### src/rtl/sci_master.sv
// sci_master: single-outstanding initiator for the SCI register bus.
// A valid/ready command is turned into one timed SCI cycle (setup, strobe and
// hold phases). Completion is signalled with a one-cycle response strobe,
// which carries the read data for read commands.
//
// Ports:
//   clk, rst            clock (rising edge) and async active-high reset
//   cmd_valid/ready     command handshake; ready only while idle
//   cmd_write           1 = write, 0 = read
//   cmd_addr/wdata      target address and write data
//   rsp_valid           one-cycle completion pulse (no backpressure)
//   rsp_write/rdata     completed transaction type and read data
//   sciaddr/sciwdata    SCI address and write data, change only at accept
//   scirmxdata          responder read mux, combinational on sciaddr
//   sciwstn             active-low write strobe
//   scird               active-high read strobe
//   sci_active          high while a bus cycle is in progress
module sci_master #(
  parameter int ADDR_W     = 18,
  parameter int DATA_W     = 8,
  parameter int SETUP_CYC  = 1,
  parameter int STROBE_CYC = 2,
  parameter int HOLD_CYC   = 1
) (
  input  logic              clk,
  input  logic              rst,
  input  logic              cmd_valid,
  output logic              cmd_ready,
  input  logic              cmd_write,
  input  logic [ADDR_W-1:0] cmd_addr,
  input  logic [DATA_W-1:0] cmd_wdata,
  output logic              rsp_valid,
  output logic              rsp_write,
  output logic [DATA_W-1:0] rsp_rdata,
  output logic [ADDR_W-1:0] sciaddr,
  output logic [DATA_W-1:0] sciwdata,
  input  logic [DATA_W-1:0] scirmxdata,
  output logic              sciwstn,
  output logic              scird,
  output logic              sci_active
);

  typedef enum logic [1:0] {IDLE, SETUP, STROBE, HOLD} state_t;

  localparam logic [3:0] SETUP_LD  = 4'(SETUP_CYC);
  localparam logic [3:0] STROBE_LD = 4'(STROBE_CYC);
  localparam logic [3:0] HOLD_LD   = 4'(HOLD_CYC);

  state_t     state;
  logic [3:0] cnt;
  logic       wr;
  logic       last;

  assign cmd_ready = (state == IDLE);
  // The counter is loaded with the phase length on entry, so the phase ends
  // in the cycle where it reads 1.
  assign last = (cnt == 4'd1);

  always_ff @(posedge clk or posedge rst) begin
    if (rst) begin
      state      <= IDLE;
      cnt        <= 4'd0;
      wr         <= 1'b0;
      sciaddr    <= '0;
      sciwdata   <= '0;
      sciwstn    <= 1'b1;
      scird      <= 1'b0;
      rsp_valid  <= 1'b0;
      rsp_write  <= 1'b0;
      rsp_rdata  <= '0;
      sci_active <= 1'b0;
    end else begin
      rsp_valid <= 1'b0;
      case (state)
        IDLE: begin
          if (cmd_valid) begin
            sciaddr    <= cmd_addr;
            sciwdata   <= cmd_wdata;
            wr         <= cmd_write;
            cnt        <= SETUP_LD;
            state      <= SETUP;
            sci_active <= 1'b1;
          end
        end
        SETUP: begin
          if (last) begin
            state   <= STROBE;
            cnt     <= STROBE_LD;
            sciwstn <= ~wr;
            scird   <= ~wr;
          end else begin
            cnt <= cnt - 4'd1;
          end
        end
        STROBE: begin
          if (last) begin
            // Read data is captured on the same edge that releases the strobe.
            state     <= HOLD;
            cnt       <= HOLD_LD;
            sciwstn   <= 1'b1;
            scird     <= 1'b0;
            rsp_valid <= 1'b1;
            rsp_write <= wr;
            if (!wr) rsp_rdata <= scirmxdata;
          end else begin
            cnt <= cnt - 4'd1;
          end
        end
        HOLD: begin
          if (last) begin
            state      <= IDLE;
            sci_active <= 1'b0;
          end else begin
            cnt <= cnt - 4'd1;
          end
        end
        default: state <= IDLE;
      endcase
    end
  end

endmodule

### config.mk
export PLATFORM = sky130hd
export DESIGN_NAME = sci_master
export DESIGN_NICKNAME = d
export VERILOG_FILES = /design/src/rtl/sci_master.sv
export SDC_FILE = /design/constraint.sdc
export NUM_CORES = 1
export LEC_CHECK = 0
export ABC_CLOCK_PERIOD_IN_PS = 1900
export CAP_MARGIN = 0
export CORE_UTILIZATION = 40
export CTS_BUF_LIST = sky130_fd_sc_hd__clkbuf_4 sky130_fd_sc_hd__clkbuf_8
export DETAILED_ROUTE_END_ITERATION = 8
export GPL_TIMING_DRIVEN = 0
export PLACE_DENSITY = 0.82
export SYNTH_ARGS = -nofsm -noshare
export SYNTH_HDL_FRONTEND = slang
export SYNTH_SLANG_ARGS = --single-unit
### constraint.sdc
create_clock -name clk -period 1.9 [get_ports clk]
set_input_delay 0.19 -clock clk [delete_from_list [all_inputs] [get_ports clk]]
set_output_delay 0.19 -clock clk [all_outputs]
set_load 0.005 [all_outputs]
# --- Word level (Yosys, flattened, before mapping) ---
# Index checks and enable logic that the tools add are counted.
op_classes:
  muxes: 19
  n_eq_ne: 9
  n_bitwise: 1
  n_reduce_logical: 10
  addsub: 1
op_table:
  columns: ["operator", "count"]
  rows:
  - ["4-bit 2-to-1 mux", 4]
  - ["4-bit case mux with 4 select lines", 1]
  - ["2-bit inequality test, second input constant", 5]
  - ["3-bit AND reduction", 3]
  - ["2-bit 2-to-1 mux", 4]
  - ["2-bit case mux with 4 select lines", 1]
  - ["1-bit 2-to-1 mux", 6]
  - ["1-bit case mux with 2 select lines", 3]
  - ["2-bit AND reduction", 3]
  - ["2-bit == test, second input constant", 2]
  - ["4-bit by 1-bit == test with 1-bit output, second input constant", 1]
  - ["4-bit AND reduction", 1]
  - ["2-bit nonzero test", 2]
  - ["4-bit by 1-bit subtractor with 4-bit output, second input constant", 1]
  - ["2-bit by 1-bit == test with 1-bit output, second input constant", 1]
  - ["2-bit zero test", 1]
  - ["1-bit inverter", 1]
totals:
  output_inout_bits: 40
  regBits: 46

# --- Depth between registers and ports, before layout ---
logic_depth:
  ltp_word: 3
  ltp_mapped: 7
  ltp_nobuf: 5

# --- Least setup slack after synthesis ---
# No wires, ideal clock.
synth_path:
  path_type: "register to register"
  start: "reg cnt[1]"
  end: "reg rsp_rdata[0]"
  arrival_time_ps: 1818
  required_time_ps: 1775
  stages_incl_launch_ff: 8
  synth_period_minus_slack_ps: 1943
  slack_ps: -43
  cell_sequence: "dfrtp_1 inv_1 ha_1 or3b_1 buf_2 or3_1 buf_6 mux2_4"
synth_between:
  elab_chain_len: 2
synth_rtl:
  columns: ["element", "line_no", "text"]
  rows:
  - ["start: declaration", "50", "logic [3:0] cnt;"]
  - ["start signal: assignment", "92", "cnt <= cnt - 4'd1;"]
  - ["start signal: assignment", "106", "cnt <= cnt - 4'd1;"]
  - ["start signal: assignment", "114", "cnt <= cnt - 4'd1;"]
  - ["4-bit by 1-bit == test with 1-bit output", "57", "assign last = (cnt == 4'd1);"]
  - ["3-bit AND reduction (no line)", null, null]
  - ["end signal: assignment", "104", "if (!wr) rsp_rdata <= scirmxdata;"]
  - ["end: declaration", "34", "output logic [DATA_W-1:0] rsp_rdata,"]
# No other way between the ends.
# A chain may end at the register's enable or synchronous reset.

# --- Final worst setup path ---
layout_path:
  start: "reg cnt[1]"
  end: "reg rsp_rdata[6]"
# The elaborated chain is that of the path after synthesis.

==> impl_metrics.sql <==
INSERT INTO impl_metrics (metric_group, metric, value, unit) VALUES
('place', 'buffer_ports.inserted', '77', ''),
('setup_path', 'setup.worst_path.class', 'flip-flop to flip-flop', ''),
('setup_path', 'launch_instance_of_the_worst_register_to_register_path', 'cnt[1]', ''),
('yosys', 'synth-seq-cells', '46', ''),
('yosys', 'syn_area_per_cell', '14.0', 'um2'),
('route', 'post_drt_wl_per_cell', '13.1', 'um'),
('floorplan', 'ioPinCount', '78', ''),
('timing', 'rsz0062_at_grt', 'yes', ''),
('grt', 'gr-usage-all-layers', '15.6', '%'),
('pwr', 'vdd.ir_drop.worst', '0.820', 'mV'),
('clocking', 'clock_sinks', '46', ''),
('timing', 'min_clock_period_post_route', '1.88', 'ns'),
('route', 'route.final.wire_length', '3910', 'um'),
('cells_and_area', 'fillCellCount', '376', ''),
('route', 'via_per_inst', '4.72', ''),
('cells_and_area', 'num_antenna_cells', '0', ''),
('setup_path', 'crit_chain', 'inv_2 -> ha_4 -> or3b_4 -> or3_4 -> buf_6 -> mux2_4', ''),
('setup_path', 'worst_path_max_delay_cell', 'dfrtp_1', ''),
('timing', 'fin_hold_ws', '0.173', 'ns'),
('route', 'detail_route.first_pass.iterations', '4', ''),
('place', 'numPlacedInstances', '286', ''),
('clocking', 'cts_hold_buf', '0', ''),
('yosys', 'synth_warnings', '0', ''),
('clocking', 'path_clk_slew', '0.08', 'ns'),
('cells_and_area', 'layout-drive-gt1-share', '26.8', '%'),
('setup_path', 'critical_path_launch_point', 'cnt[1]', ''),
('timing', 'post_route_fraction_of_the_period_consumed_by_the_critical_path', '98.9', '%'),
('cells_and_area', 'final_nets', '274', ''),
('clocking', 'clock_tree.htree_level_count', '2', ''),
('yosys', 'area_of_the_mapped_netlist', '1980', 'um2'),
('timing', 'worst_slew_margin_rel', '73.3', '%'),
('setup_path', 'timing.critical_path.slowest_cell_delay', '0.40', 'ns'),
('worst_hold_path', 'hold_class', 'primary input to asynchronous set/reset pin', ''),
('yosys', 'async_flop_share', '100', '%'),
('floorplan', 'dieArea', '5230', 'um2'),
('setup_path', 'critical_path.max_fanout', '5', ''),
('grt', 'global_route_wire_length_before_repair', '6230', 'um'),
('route', 'remaining_design_rule_violation_count', '0', ''),
('yosys', 'ys_types', '34', ''),
('timing', 'worst_margin_slew', '0.390', 'ns'),
('setup_path', 'cp.required', '2.07', 'ns'),
('job', 'max_cap_viol_count', '0', ''),
('grt', 'overflow', '0', ''),
('yosys', 'postSynth.topFlopCell', 'dfrtp_1', ''),
('grt', 'first_global_vias', '1405', ''),
('pwr', 'power_density', '1620', 'nW/um2'),
('timing', 'report.final.slew_viol_count', '0', ''),
('status', 'status', 'finished, final reports clean', ''),
('floorplan', 'floorplan.rows', '25', ''),
('clocking', 'cts_buffers', '5', ''),
('cells_and_area', 'layout-area-overhead-vs-synth', '53.8', '%'),
('grt', 'antenna_found_initial', '0', ''),
('cells_and_area', 'register_area', '1150', 'um2'),
('floorplan', 'core_area', '4750', 'um2'),
('timing', 'max_freq', '532', 'MHz'),
('setup_path', 'start_kind', 'flip-flop', ''),
('grt', 'grt_start_max_net_pins', '33', ''),
('timing', 'final.setup.tns', '0', 'ns'),
('yosys', 'synthesized_instance_count', '141', ''),
('yosys', 'share_of_synthesized_area_occupied_by_flip_flops_and_latches', '58.3', '%'),
('setup_path', 'worst_setup_path_end_kind', 'flip-flop', ''),
('timing', 'setup_viol_count_final', '0', ''),
('floorplan', 'start_util', '41.6', '%'),
('clocking', 'cts.path.max_buffers', '2', ''),
('route', 'vias', '1407', ''),
('setup_path', 'r2r.worst_path.cells', '6', ''),
('floorplan', 'die_width', '72.3', 'um'),
('setup_path', 'crit_arrival', '2.05', 'ns'),
('yosys', 'synth_edf_count', '0', ''),
('timing', 'finalHoldViolations', '0', ''),
('place', 'dp.final_hpwl', '2780', 'um'),
('yosys', 'synthesis.nets', '185', ''),
('floorplan', 'floorplan.die.height', '72.3', 'um'),
('cells_and_area', 'footprint_of_the_multi_input_gates', '800', 'um2'),
('clocking', 'cts_root_buf', 'clkbuf_8', ''),
('clocking', 'tritoncts', 'built', ''),
('clocking', 'worst_skew_pair.late_latency', '0.29', 'ns'),
('timing', 'worst_clock_skew', '0.00759', 'ns'),
('route', 'drt-initial-drc-count', '79', ''),
('route', 'ant_nets', '0', ''),
('place', 'gpl.final_weighted_congestion', '0.788', ''),
('cells_and_area', 'stdcell_count', '298', ''),
('pwr', 'leakage', '1.33', 'nW');
==> synthesized netlist by cell type, types with 2 or more instances <==
master	instances	area, um2
a21oi_1	2	10.0
ha_1	6	75.1
nand2_1	4	15.0
or3_1	2	12.5
mux2_4	8	120
nor3_1	3	15.0
nor2_1	4	15.0
o21ai_0	4	20.0
dfrtp_1	45	1130
mux2_2	28	315
a22o_1	2	17.5
inv_1	8	30.0
clkbuf_1	2	7.51
buf_2	2	10.0
nand2b_1	2	12.5
==> where the power goes <==
part           total (mW)  internal, mW  switching (mW)
Clock               0.732         0.422           0.310
Sequential           1.75          1.48           0.279
Combinational        2.43          1.60           0.830
==> registers in the layout, indices dropped and copies added (netlist names) <==
register / cells
sci_active: 1
sciaddr: 18
sciwstn: 1
wr: 1
rsp_valid: 1
rsp_write: 1
state: 2
rsp_rdata: 8
cnt: 4
sciwdata: 8
scird: 1
==> stage by stage <==
step / setup WS, ns / area, um2 / power, mW / util, %
6_report: 0.0207 / 3040 / 4.92 / 64.0
5_1_grt: -0.0164 / 3040 / 5.24 / 64.0
4_1_cts: 0.000711 / 3040 / 4.96 / 63.8
3_5_place_dp: -0.265 / 2850 / 4.10 / 60.0
3_3_place_gp: -0.336 / 2830 / 4.03 / 59.6
2_1_floorplan: -0.0430 / 1980 / 2.93 / -
==> layout by cell type, fill, tap and decap left out, drive strengths merged, types with 2 or more instances in the layout <==
master          n
dfrtp          45
mux2           36
clkbuf          9
ha              6
inv             8
nor3            3
buf             8
nand2           4
a21oi           2
or3             2
clkdlybuf4s50  77
nand2b          2
o21ai           4
a22o            2
nor2            4
==> critical path: cells and delay by family, from the launching register on <==
kind / cells / cell delay (ns)
adder cells (fa/ha/maj): 1 / 0.12
AND/OR/NAND/NOR: 2 / 0.73
buffers and inverters: 2 / 0.23
flip-flops: 1 / 0.40
multiplexers: 1 / 0.29
==> worst paths after layout <==
check | to | slack [ns]
max | rsp_rdata[6] | 0.02
min | cnt[2] | 0.17
max reg2reg | rsp_rdata[6] | 0.02
min reg2reg | rsp_write | 0.50
max in group asynchronous | sciwstn | 1.19
min in group clk | rsp_write | 0.50
==> final cells by class <==
type                       count  share of cell area, %
timing repair buffer          83                   27.3
inverter                       8                  0.987
sequential                    46                   37.9
multi-input combinational     82                   26.3
clock buffer                   7                   2.75
buffer                         4                   1.03
clock inverter                 1                  0.987
tap                           67                   2.75
==> metal layers <==
| metal | track usage [%] | up-vias | share of wire (%) |
|---|---|---|---|
| met5 | 0 | - | 0 |
| met3 | 5.69 | 5 | 6.2 |
| met2 | 25.2 | 47 | 48 |
| li1 | - | 674 | - |
| met1 | 19.4 | 681 | 45 |
| met4 | 4.79 | 0 | 0.79 |
==> logic make-up (layout without fill, tap and decap cells) <==
group,after synthesis,count (layout),share of synthesized area [%]
DFF,46,46,58.3
buffers and inverters,13,103,2.97
adders and majority gates,6,6,3.79
and+or+nand+nor,20,20,5.63
AOI/OAI and AO/OA,18,18,6.39
muxes,37,37,22.5
xor gates and xnor gates,1,1,0.443
==> timing repair <==
action,4_1_cts,5_1_grt
endpoints found under the setup margin,29,27
setup buffers,4,0
gates cloned,1,0
gates resized for setup,11,3
Power figures use the tool's default switching activity.
==> patch, RTL diff (same settings) <==
The 4 states of `state_t` get a one-hot encoding in 4 bits.
--- a/src/rtl/sci_master.sv
+++ b/src/rtl/sci_master.sv
@@ -40,7 +40,7 @@
   output logic              sci_active
 );
 
-  typedef enum logic [1:0] {IDLE, SETUP, STROBE, HOLD} state_t;
+  typedef enum logic [3:0] {IDLE = 4'b0001, SETUP = 4'b0010, STROBE = 4'b0100, HOLD = 4'b1000} state_t;
 
   localparam logic [3:0] SETUP_LD  = 4'(SETUP_CYC);
   localparam logic [3:0] STROBE_LD = 4'(STROBE_CYC);
Function: no difference found for any inputs over 10 cycles, from zero or initial values and one cycle with rst high; not proved beyond that.
==> patch against the unedited design <==
Routed wire length grew 19%. Area after synthesis rose by 6.4%. Cell area grew 4.1%. Total power down 6.3%. Clock skew fell by 3.2 ps. Largest cell class unchanged. Worst setup slack improved by 95 ps. Sequential cell count increased by 2.
==> patch: results <==
set metrics [dict create \
    globalplace.congestion 0.932 \
    synth_common_cells "nand2_1 (84), dfrtp_1 (46), inv_1 (8), mux2_2 (8), nor2_1 (7)" \
    drive_gt1_frac 0.148 \
    startpoint "state[3]$_DFFE_PP0P_" \
    slowest_delay_ps 500 \
    met1_length_mm 2.10 \
    crit_end "cnt[1]$_DFFE_PP0P_" \
    grt_usage 0.181 \
    dp_slack_ps -231 \
    synth_compound_area_frac 0.0749 \
    netlist_instances 213 \
    ys_seq_area_frac 0.572 \
    status "finished, final reports clean" \
    path_max_fanout 9 \
    r2r_cells 5 \
    cp_slowest_cell "or4b_1" \
    route.met2.wl_mm 2.30 \
    synth_fa_ha_area_frac 0.0119 \
    synth_xor_xnor_area_share 0.00416 \
    grt_pass1_vias 1659 \
    cp.arrival_ps 1980 \
    synth_area_leaders "dfrtp_1 (55%), nand2_1 (15%), mux2_2 (4.3%), dfstp_2 (2.5%), nor3b_4 (1.8%)" \
    power_frac_clock 0.140 \
    grt_pass1_wl_mm 7.62 \
    p_int_mw 3.02 \
    hpwl_mm 3.22 \
    p_leak_nw 1.49 \
    fin_nets 343 \
    grt_max_degree 34 \
]
## patch: changes by cell type after synthesis, moves of 3 or more
cell     delta
ha_1        -4
nand2_1    +80
nor2_1      +3
mux2_2     -20
buf_2       +4
mux2_4      -8
## patch: timing repair
action,4_1_cts,5_1_grt
resized for setup,3,7
hold buffers,0,0
endpoints found under the setup margin,9,11
pin swaps,1,2
buffers inserted,4,1
## patch: cell type report
type / count / area (µm²) / share of cell area
sequential: 48 / 1200 / 0.380
multi-input combinational: 147 / 857 / 0.271
inverter: 8 / 30.0 / 0.00948
clock buffer: 6 / 82.6 / 0.0261
timing repair buffer: 83 / 835 / 0.264
buffer: 10 / 57.6 / 0.0182
tap: 70 / 87.6 / 0.0277
clock inverter: 2 / 13.8 / 0.00435
## patch: cells by family (layout without fill, tap and decap cells)
logic type | count (synthesis) | after routing
adder cells (fa/ha/maj) | 2 | 2
AND/OR/NAND/NOR | 114 | 114
multiplexers | 9 | 9
XOR/XNOR | 1 | 1
AO/OA/AOI/OAI | 21 | 21
buffers and inverters | 18 | 109
flip-flops | 48 | 48
## patch: metrics by stage
| step | TNS [ps] | hold slack (ps) | area [µm²] | util |
|---|---|---|---|---|
| 6_report | 0 | 177 | 3170 | 0.624 |
| 5_1_grt | 0 | 188 | 3170 | 0.624 |
| 4_1_cts | -2.18 | 190 | 3130 | 0.617 |
| 3_5_place_dp | -1790 | 461 | 2980 | 0.588 |
| 3_3_place_gp | -17130 | 458 | 2960 | 0.584 |
| 2_1_floorplan | 0 | 295 | 2100 | - |
## patch: layer usage
metal / vias up / track usage
li1: 876 / -
met1: 864 / 0.251
met3: 7 / 0.0474
met4: 0 / 0.0671
met2: 48 / 0.275
met5: - / 0
